File: config.mk
export PLATFORM = sky130hd
export DESIGN_NAME = audacq_fifo
export DESIGN_NICKNAME = d
export VERILOG_FILES = /design/src/rtl/audacq_fifo_pkg.sv /design/src/rtl/audacq_fifo_ram.sv /design/src/rtl/audacq_fifo.sv
export SDC_FILE = /design/constraint.sdc
export NUM_CORES = 1
export LEC_CHECK = 0
export ABC_CLOCK_PERIOD_IN_PS = 3700
export CORE_UTILIZATION = 40
export DETAILED_ROUTE_END_ITERATION = 8
export HOLD_SLACK_MARGIN = 0.15
export PLACE_DENSITY_LB_ADDON = 0.3
export SLEW_MARGIN = 30
export SYNTH_ARGS = -nofsm -noshare
export SYNTH_HDL_FRONTEND = slang
export SYNTH_SLANG_ARGS = --single-unit
File: constraint.sdc
create_clock -name clk -period 3.7 [get_ports clk]
set_input_delay 0.74 -clock clk [delete_from_list [all_inputs] [get_ports clk]]
set_output_delay 0.74 -clock clk [all_outputs]
set_load 0.01 [all_outputs]
File: src/rtl/audacq_fifo_pkg.sv
// Shared widths, dout field positions and the popped-word packing helper
// for the audio acquisition sample FIFO.
package audacq_fifo_pkg;

    localparam int unsigned WORD_WIDTH   = 32;
    localparam int unsigned SAMPLE_WIDTH = 24;
    localparam int unsigned VLD_BIT      = 31;
    localparam int unsigned OVF_BIT      = 30;
    localparam int unsigned UNF_BIT      = 29;

    typedef logic [SAMPLE_WIDTH-1:0] sample_t;
    typedef logic [WORD_WIDTH-1:0]   word_t;

    typedef struct packed {
        logic vld;
        logic ovf;
        logic unf;
    } status_t;

    function automatic word_t make_word(input status_t st, input sample_t data);
        word_t w;
        w                     = '0;
        w[VLD_BIT]            = st.vld;
        w[OVF_BIT]            = st.ovf;
        w[UNF_BIT]            = st.unf;
        w[SAMPLE_WIDTH-1:0]   = data;
        return w;
    endfunction

endpackage

File: src/rtl/audacq_fifo_ram.sv
// Simple dual-port sample store: one write port, one registered read port
// whose output register resets so dout reads zero out of reset.
module audq_ram #(
    parameter int unsigned ADDR_W = 4,
    parameter int unsigned DATA_W = 24
) (
    input  logic              clk,
    input  logic              rstn,
    input  logic              we,
    input  logic [ADDR_W-1:0] wa,
    input  logic [DATA_W-1:0] wd,
    input  logic              re,
    input  logic [ADDR_W-1:0] ra,
    output logic [DATA_W-1:0] rd
);

    logic [DATA_W-1:0] mem [0:(1<<ADDR_W)-1];

    always_ff @(posedge clk) begin
        if (we) begin
            mem[wa] <= wd;
        end
    end

    // Read-before-write: a same-address push+pop on a full FIFO returns the old entry.
    always_ff @(posedge clk or negedge rstn) begin
        if (!rstn) begin
            rd <= '0;
        end else if (re) begin
            rd <= mem[ra];
        end
    end

endmodule

File: src/rtl/audacq_fifo.sv
// Circular sample FIFO between the acquisition stage and the bus read path,
// with sticky overflow/underflow reporting and a fill-level watermark.
module audacq_fifo
    import audacq_fifo_pkg::*;
#(
    parameter int unsigned DEPTH_LOG2 = 4,
    parameter int unsigned WATERMARK  = 8
) (
    input  logic                clk,
    input  logic                rstn,
    input  logic                arrive,
    input  logic [23:0]         sample,
    input  logic                pop,
    input  logic                flush,
    output logic [31:0]         dout,
    output logic                dout_vld,
    output logic [DEPTH_LOG2:0] level,
    output logic                empty,
    output logic                full,
    output logic                wm
);

    localparam logic [DEPTH_LOG2:0] WM_LEVEL = WATERMARK[DEPTH_LOG2:0];

    logic [DEPTH_LOG2:0] wr_ptr;
    logic [DEPTH_LOG2:0] rd_ptr;
    logic                ovf;
    logic                unf;
    status_t             status;
    sample_t             rd_data;

    logic push_ok;
    logic pop_ok;
    logic ovf_evt;
    logic unf_evt;
    logic word_req;

    assign level = wr_ptr - rd_ptr;
    assign empty = (wr_ptr == rd_ptr);
    assign full  = (wr_ptr[DEPTH_LOG2] != rd_ptr[DEPTH_LOG2]) &&
                   (wr_ptr[DEPTH_LOG2-1:0] == rd_ptr[DEPTH_LOG2-1:0]);
    assign wm    = (level >= WM_LEVEL);

    always_comb begin
        push_ok  = 1'b0;
        pop_ok   = 1'b0;
        ovf_evt  = 1'b0;
        unf_evt  = 1'b0;
        word_req = 1'b0;
        if (!flush) begin
            word_req = pop;
            pop_ok   = pop & ~empty;
            unf_evt  = pop & empty;
            // A pop on a full FIFO frees the slot the push lands in.
            push_ok  = arrive & (~full | pop);
            ovf_evt  = arrive & full & ~pop;
        end
    end

    always_ff @(posedge clk or negedge rstn) begin
        if (!rstn) begin
            wr_ptr   <= '0;
            rd_ptr   <= '0;
            ovf      <= 1'b0;
            unf      <= 1'b0;
            status   <= '0;
            dout_vld <= 1'b0;
        end else if (flush) begin
            wr_ptr   <= '0;
            rd_ptr   <= '0;
            ovf      <= 1'b0;
            unf      <= 1'b0;
            dout_vld <= 1'b0;
        end else begin
            dout_vld <= word_req;
            if (push_ok) begin
                wr_ptr <= wr_ptr + 1'b1;
            end
            if (pop_ok) begin
                rd_ptr <= rd_ptr + 1'b1;
            end
            // The produced word reports pending plus same-cycle events, then the flags clear.
            if (word_req) begin
                status <= '{vld: pop_ok, ovf: ovf | ovf_evt, unf: unf | unf_evt};
                ovf    <= 1'b0;
                unf    <= 1'b0;
            end else begin
                ovf <= ovf | ovf_evt;
            end
        end
    end

    audq_ram #(
        .ADDR_W (DEPTH_LOG2),
        .DATA_W (SAMPLE_WIDTH)
    ) u_ram (
        .clk  (clk),
        .rstn (rstn),
        .we   (push_ok),
        .wa   (wr_ptr[DEPTH_LOG2-1:0]),
        .wd   (sample),
        .re   (pop_ok),
        .ra   (rd_ptr[DEPTH_LOG2-1:0]),
        .rd   (rd_data)
    );

    assign dout = make_word(status, rd_data);

endmodule

Word level (Yosys, flattened, before mapping)
Memories as Yosys holds them, arrays and structs flattened. A register that Yosys moved wholly into a read port is not among the register bits.
Cells that the tools add are included.
Widths: inputs -> output; s select.

storage, ports and cells
  memory bits (writable) = 384
  output and inout bits = 41
  flip-flop bits (word level) = 16
  bits of input ports = 29
  memories = 1
  logic and storage cells = 50

operators by class
  order comparisons = 1
  mux-type cells = 16
  eq/ne operators = 3
  bitwise gates (word level) = 12
  $add $sub $neg = 3
  reductions and logical operators = 6

memory list
  memory     depth  width  rd ports  clocked after memory_dff  write ports  RTL line               source
  u_ram.mem  16     24     1         1                         1            audacq_fifo_ram.sv:17  logic [DATA_W-1:0] mem [0:(1<<ADDR_W)-1];

operator list
  cell                 number
  $mux 5               4
  $mux 1               12
  $add 5x1->5 const B  2
  $reduce_bool 2->1    3
  $and 1x1->1          5
  $eq 5x5->1           1
  $ge 5x4->1 const B   1
  $sub 5x5->5          1
  $eq 4x4->1           1
  $not 1->1            4
  $or 1x1->1           3
  $reduce_and 2->1     1
  $logic_and 1x1->1    1
  $logic_not 1->1      1
  $ne 1x1->1           1

Depth between registers and ports, before layout
  depth after elaboration = 8
  mapped depth = 9
  mapped depth without buffers = 7

Cells and area by module
A second synthesis with hierarchy kept.

second synthesis, totals
  cell total of the unflattened synthesis = 761
  area, all modules = 16593.4 µm²

modules (own cells, without submodules)
  module       sequential area each (µm²)  times used  cells each  area each (µm²)
  audq_ram     12131.6                     1           664         15646.3
  audacq_fifo  375.4                       1           97          947.2

Worst setup path before layout
OpenSTA, ideal clock, no wires.

  path kind = reg2reg
  start = register rd_ptr[2]
  end = memory u_ram.mem[3][0] (enable)
  arrival time = 3.667 ns
  period minus slack after synthesis = 4.102 ns
  library setup time = 0.435 ns
  data required time = 3.265 ns
  slack = -0.402 ns
  buffers on the path = 2
  stages on the path, launching flop included = 9
  path through = dfrtp_1 > buf_6 > inv_1 > clkbuf_1 > ha_1 > and4_1 > a311oi_1 > nand2_1 > nor3_1

on the way
  cells in the longest elaborated chain, start to end = 8

ends and longest elaborated chain
  item                          RTL line               source
  from (decl)                   audacq_fifo.sv:26      logic [DEPTH_LOG2:0] rd_ptr;
  from (signal assigned)        audacq_fifo.sv:80      rd_ptr <= rd_ptr + 1'b1;
  $eq 4x4->1                    audacq_fifo.sv:41      (wr_ptr[DEPTH_LOG2-1:0] == rd_ptr[DEPTH_LOG2-1:0]);
  $logic_and 1x1->1             audacq_fifo.sv:40      assign full = (wr_ptr[DEPTH_LOG2] != rd_ptr[DEPTH_LOG2]) &&
  $not 1->1                     audacq_fifo.sv:55      push_ok = arrive & (~full | pop);
  $or 1x1->1                    audacq_fifo.sv:55
  $and 1x1->1                   audacq_fifo.sv:55
  $mux 1                        audacq_fifo.sv:50      if (!flush) begin
  $mux 1                        audacq_fifo_ram.sv:20  if (we) begin
  $mux 1 (implied by the code)  audacq_fifo_ram.sv:21  mem[wa] <= wd;
  to (decl)                     audacq_fifo_ram.sv:17

No other way between the ends.

Worst setup path in the final report
  start = register rd_ptr[0]
  end = output level[4]

on the way
  cells in the longest elaborated chain, start to end = 1

ends and longest elaborated chain
  item         RTL line           source
  $sub 5x5->5  audacq_fifo.sv:38  assign level = wr_ptr - rd_ptr;
  to (decl)    audacq_fifo.sv:17  output logic [DEPTH_LOG2:0] level,

No other way between the ends.

==> metrics.yaml <==
outcome: "finished with violations"
failed_checks: "design-rule violations"
cts_made_buffers: 44
grt_util_all_layers: 0.180
avgViaCountPerCell: 5.35
postLayoutCoreUtil: 0.476
setup_viol: 0
synth.most_common_cell: "edfxtp_1"
dieWidth_um: 206
hold_viol: 0
met3_usage: 0.0272
drt_wl_total_um: 37300
setup_ws_ps: 170
worstPathRequired_ps: 2960
pin_count: 70
power_density_nw_per_um2: 589
final_nets: 1071
slew_violations: 0
diodes: 0
ys_warn_count: 0
rsz0062_at_grt: "no"
worst_setup_path_end_kind: "primary output"
clockBufferDepth: 3
power_mw: 11.4
grt_use_met1: 0.251
ir_drop_mv: 0.268
cts.sinks: 423
insertion_delay_ps: 540
dp_slack_ps: 461
use_met2: 0.294
fillers: 3385
synth_area_um2: 16600
crit_arrival_ps: 2790
drt_iter0_drc: 721
cts_htree_levels: 2
drt-pass1-iter-count: 7
skew_ps: 18.8
cts_root_buf: "clkbuf_16"
grt_pass1_vias: 8643
worst_pin_slew_ps: 762
synth_top_cell_by_area: "edfxtp_1"
ys_ff_latch: 423
stdcell_area_um2: 19400
dpl.hpwl_um: 23100
gp_congestion: 0.788
dieArea_um2: 42200
yosysSeqAreaShare: 0.755
synth_area_leaders: "edfxtp_1, mux2i_1, dfrtp_1"
hp-class: "primary input to async pin"
routedWlPerCell_um: 23.3
drcViolationCount: 1
yosysTopAreaCellShare: 0.696
reg2reg_from: "rd_ptr[2]"
antenna_found_initial: 0
synth_ff_type: "edfxtp_1"
place_area_um2: 18000
avgSynthCellArea_um2: 17.9
io_buffers: 64
p_leak_nw: 6.17
crit_fanout: 2
yosysUniqueCellTypes: 49
ctsHoldBuffers: 0
layout_min_cycle_time_ps: 3530
slew_headroom: 0.490
busiest_layer: "met2"
cap_violations: 0
antenna_left: 0
grt.overflow.total: 0
clk_pin_slew_worst_paths_ps: 60
syn_inst: 927
cts_tree: "done"
critical_path_class: "flop to primary output"
start_kind: "flop"
core-area_um2: 40800
fp.dieH_um: 206
period_share: 0.954
setup-tns-final_ps: 0
rows: 74
grt_max_degree: 133
initial_core_util: 0.406
via_count: 8540
fmax_mhz: 283
yosys-top-cells-count: "edfxtp_1, mux2i_1, nor2_1, o22ai_1, dfrtp_1"
syn_to_final_growth_pct: 17.3
grt_first_pass_wirelength_um: 55200
drive_gt1_frac: 0.150
worstSetupStartpoint: "rd_ptr[0]"
synth_enable_flop_cells: 384
synth-async-reset-ratio: 0.0922
-- metrics by stage --
step | hold slack [ps] | cells
after floorplan | 440 | 931
after global placement | 470 | 1515
after detailed placement | 466 | 1515
after CTS | 205 | 1594
after global routing | 229 | 1597
final | 195 | 1597
-- layer usage --
layer | wire length, µm | share of wire | vias to the layer above
li1 | - | - | 3885
met1 | 16800 | 0.45 | 4395
met2 | 18100 | 0.48 | 207
met3 | 1680 | 0.045 | 53
met4 | 717 | 0.019 | 0
met5 | 0 | 0 | -
-- cell type report --
| type | instances | area [µm²] | share of cell area |
|---|---|---|---|
| Inverter | 12 | 45.0 | 0.00232 |
| Timing Repair Buffer | 110 | 1080 | 0.0555 |
| Clock buffer | 66 | 1260 | 0.0651 |
| Tap cell | 532 | 666 | 0.0343 |
| Multi-Input combinational cell | 441 | 3780 | 0.195 |
| Sequential cell | 423 | 12500 | 0.644 |
| Clock inverter | 13 | 78.8 | 0.00406 |
-- final timing paths --
check	end	slack, ps	cells after the start
hold / removal	dout[31]	190	1
setup / recovery	level[4]	170	7
setup reg to reg	u_ram.mem[11][15]	610	8
max in group asynchronous	rd_ptr[0]	2630	2
hold reg to reg	dout[30]	480	2
min in group clk	dout[30]	480	2
-- state kept, by name, indices dropped and copies added, names as in the netlist --
signal	cells
dout	3
dout_vld	1
ovf	1
rd_ptr	5
u_ram.mem	384
u_ram.rd	24
wr_ptr	5
-- power breakdown --
group | leakage (nW) | switching (mW) | total, mW | internal, mW
logic | 1.59 | 0.941 | 1.82 | 0.877
registers | 3.92 | 0.110 | 5.50 | 5.39
clock network | 0.657 | 1.76 | 4.12 | 2.36
total | 6.17 | 2.81 | 11.4 | 8.63
-- placed cells by master, fill, tap and decap left out, types with 24 or more instances in the layout --
cell type,count
a31oi_1,24
a221oi_1,24
clkdlybuf4s50_1,62
mux4_2,24
buf_4,39
nor2_1,58
clkbuf_16,45
edfxtp_1,384
mux2i_1,146
dfrtp_1,36
o21ai_0,28
o22ai_1,49
-- critical path: stages, from the launching register on --
cell	delay (ps)
dfrtp_4	490
ha_1	230
fa_1	400
nor2b_1	120
o21ai_0	130
and3_2	250
nor2_1	80
clkdlybuf4s50_1	540
-- cell families (layout without fill, tap and decap cells) --
| family | count (synthesis) | in the layout | synth area share |
|---|---|---|---|
| buffers and inverters | 67 | 201 | 0.0268 |
| muxes | 170 | 170 | 0.121 |
| adders and majority gates | 10 | 10 | 0.00801 |
| DFF | 423 | 423 | 0.755 |
| AOI/OAI and AO/OA | 141 | 141 | 0.0562 |
| other | 1 | 5 | 0.000226 |
| and+or+nand+nor | 108 | 108 | 0.0282 |
| xor gates and xnor gates | 7 | 7 | 0.00461 |
-- what timing repair did --
item	4_1_cts	5_1_grt
setup buffers	0	2
gates resized for setup	0	2
endpoints found under the hold margin	0	0
endpoints found under the setup margin	0	3
Power figures use the tool's default switching activity.
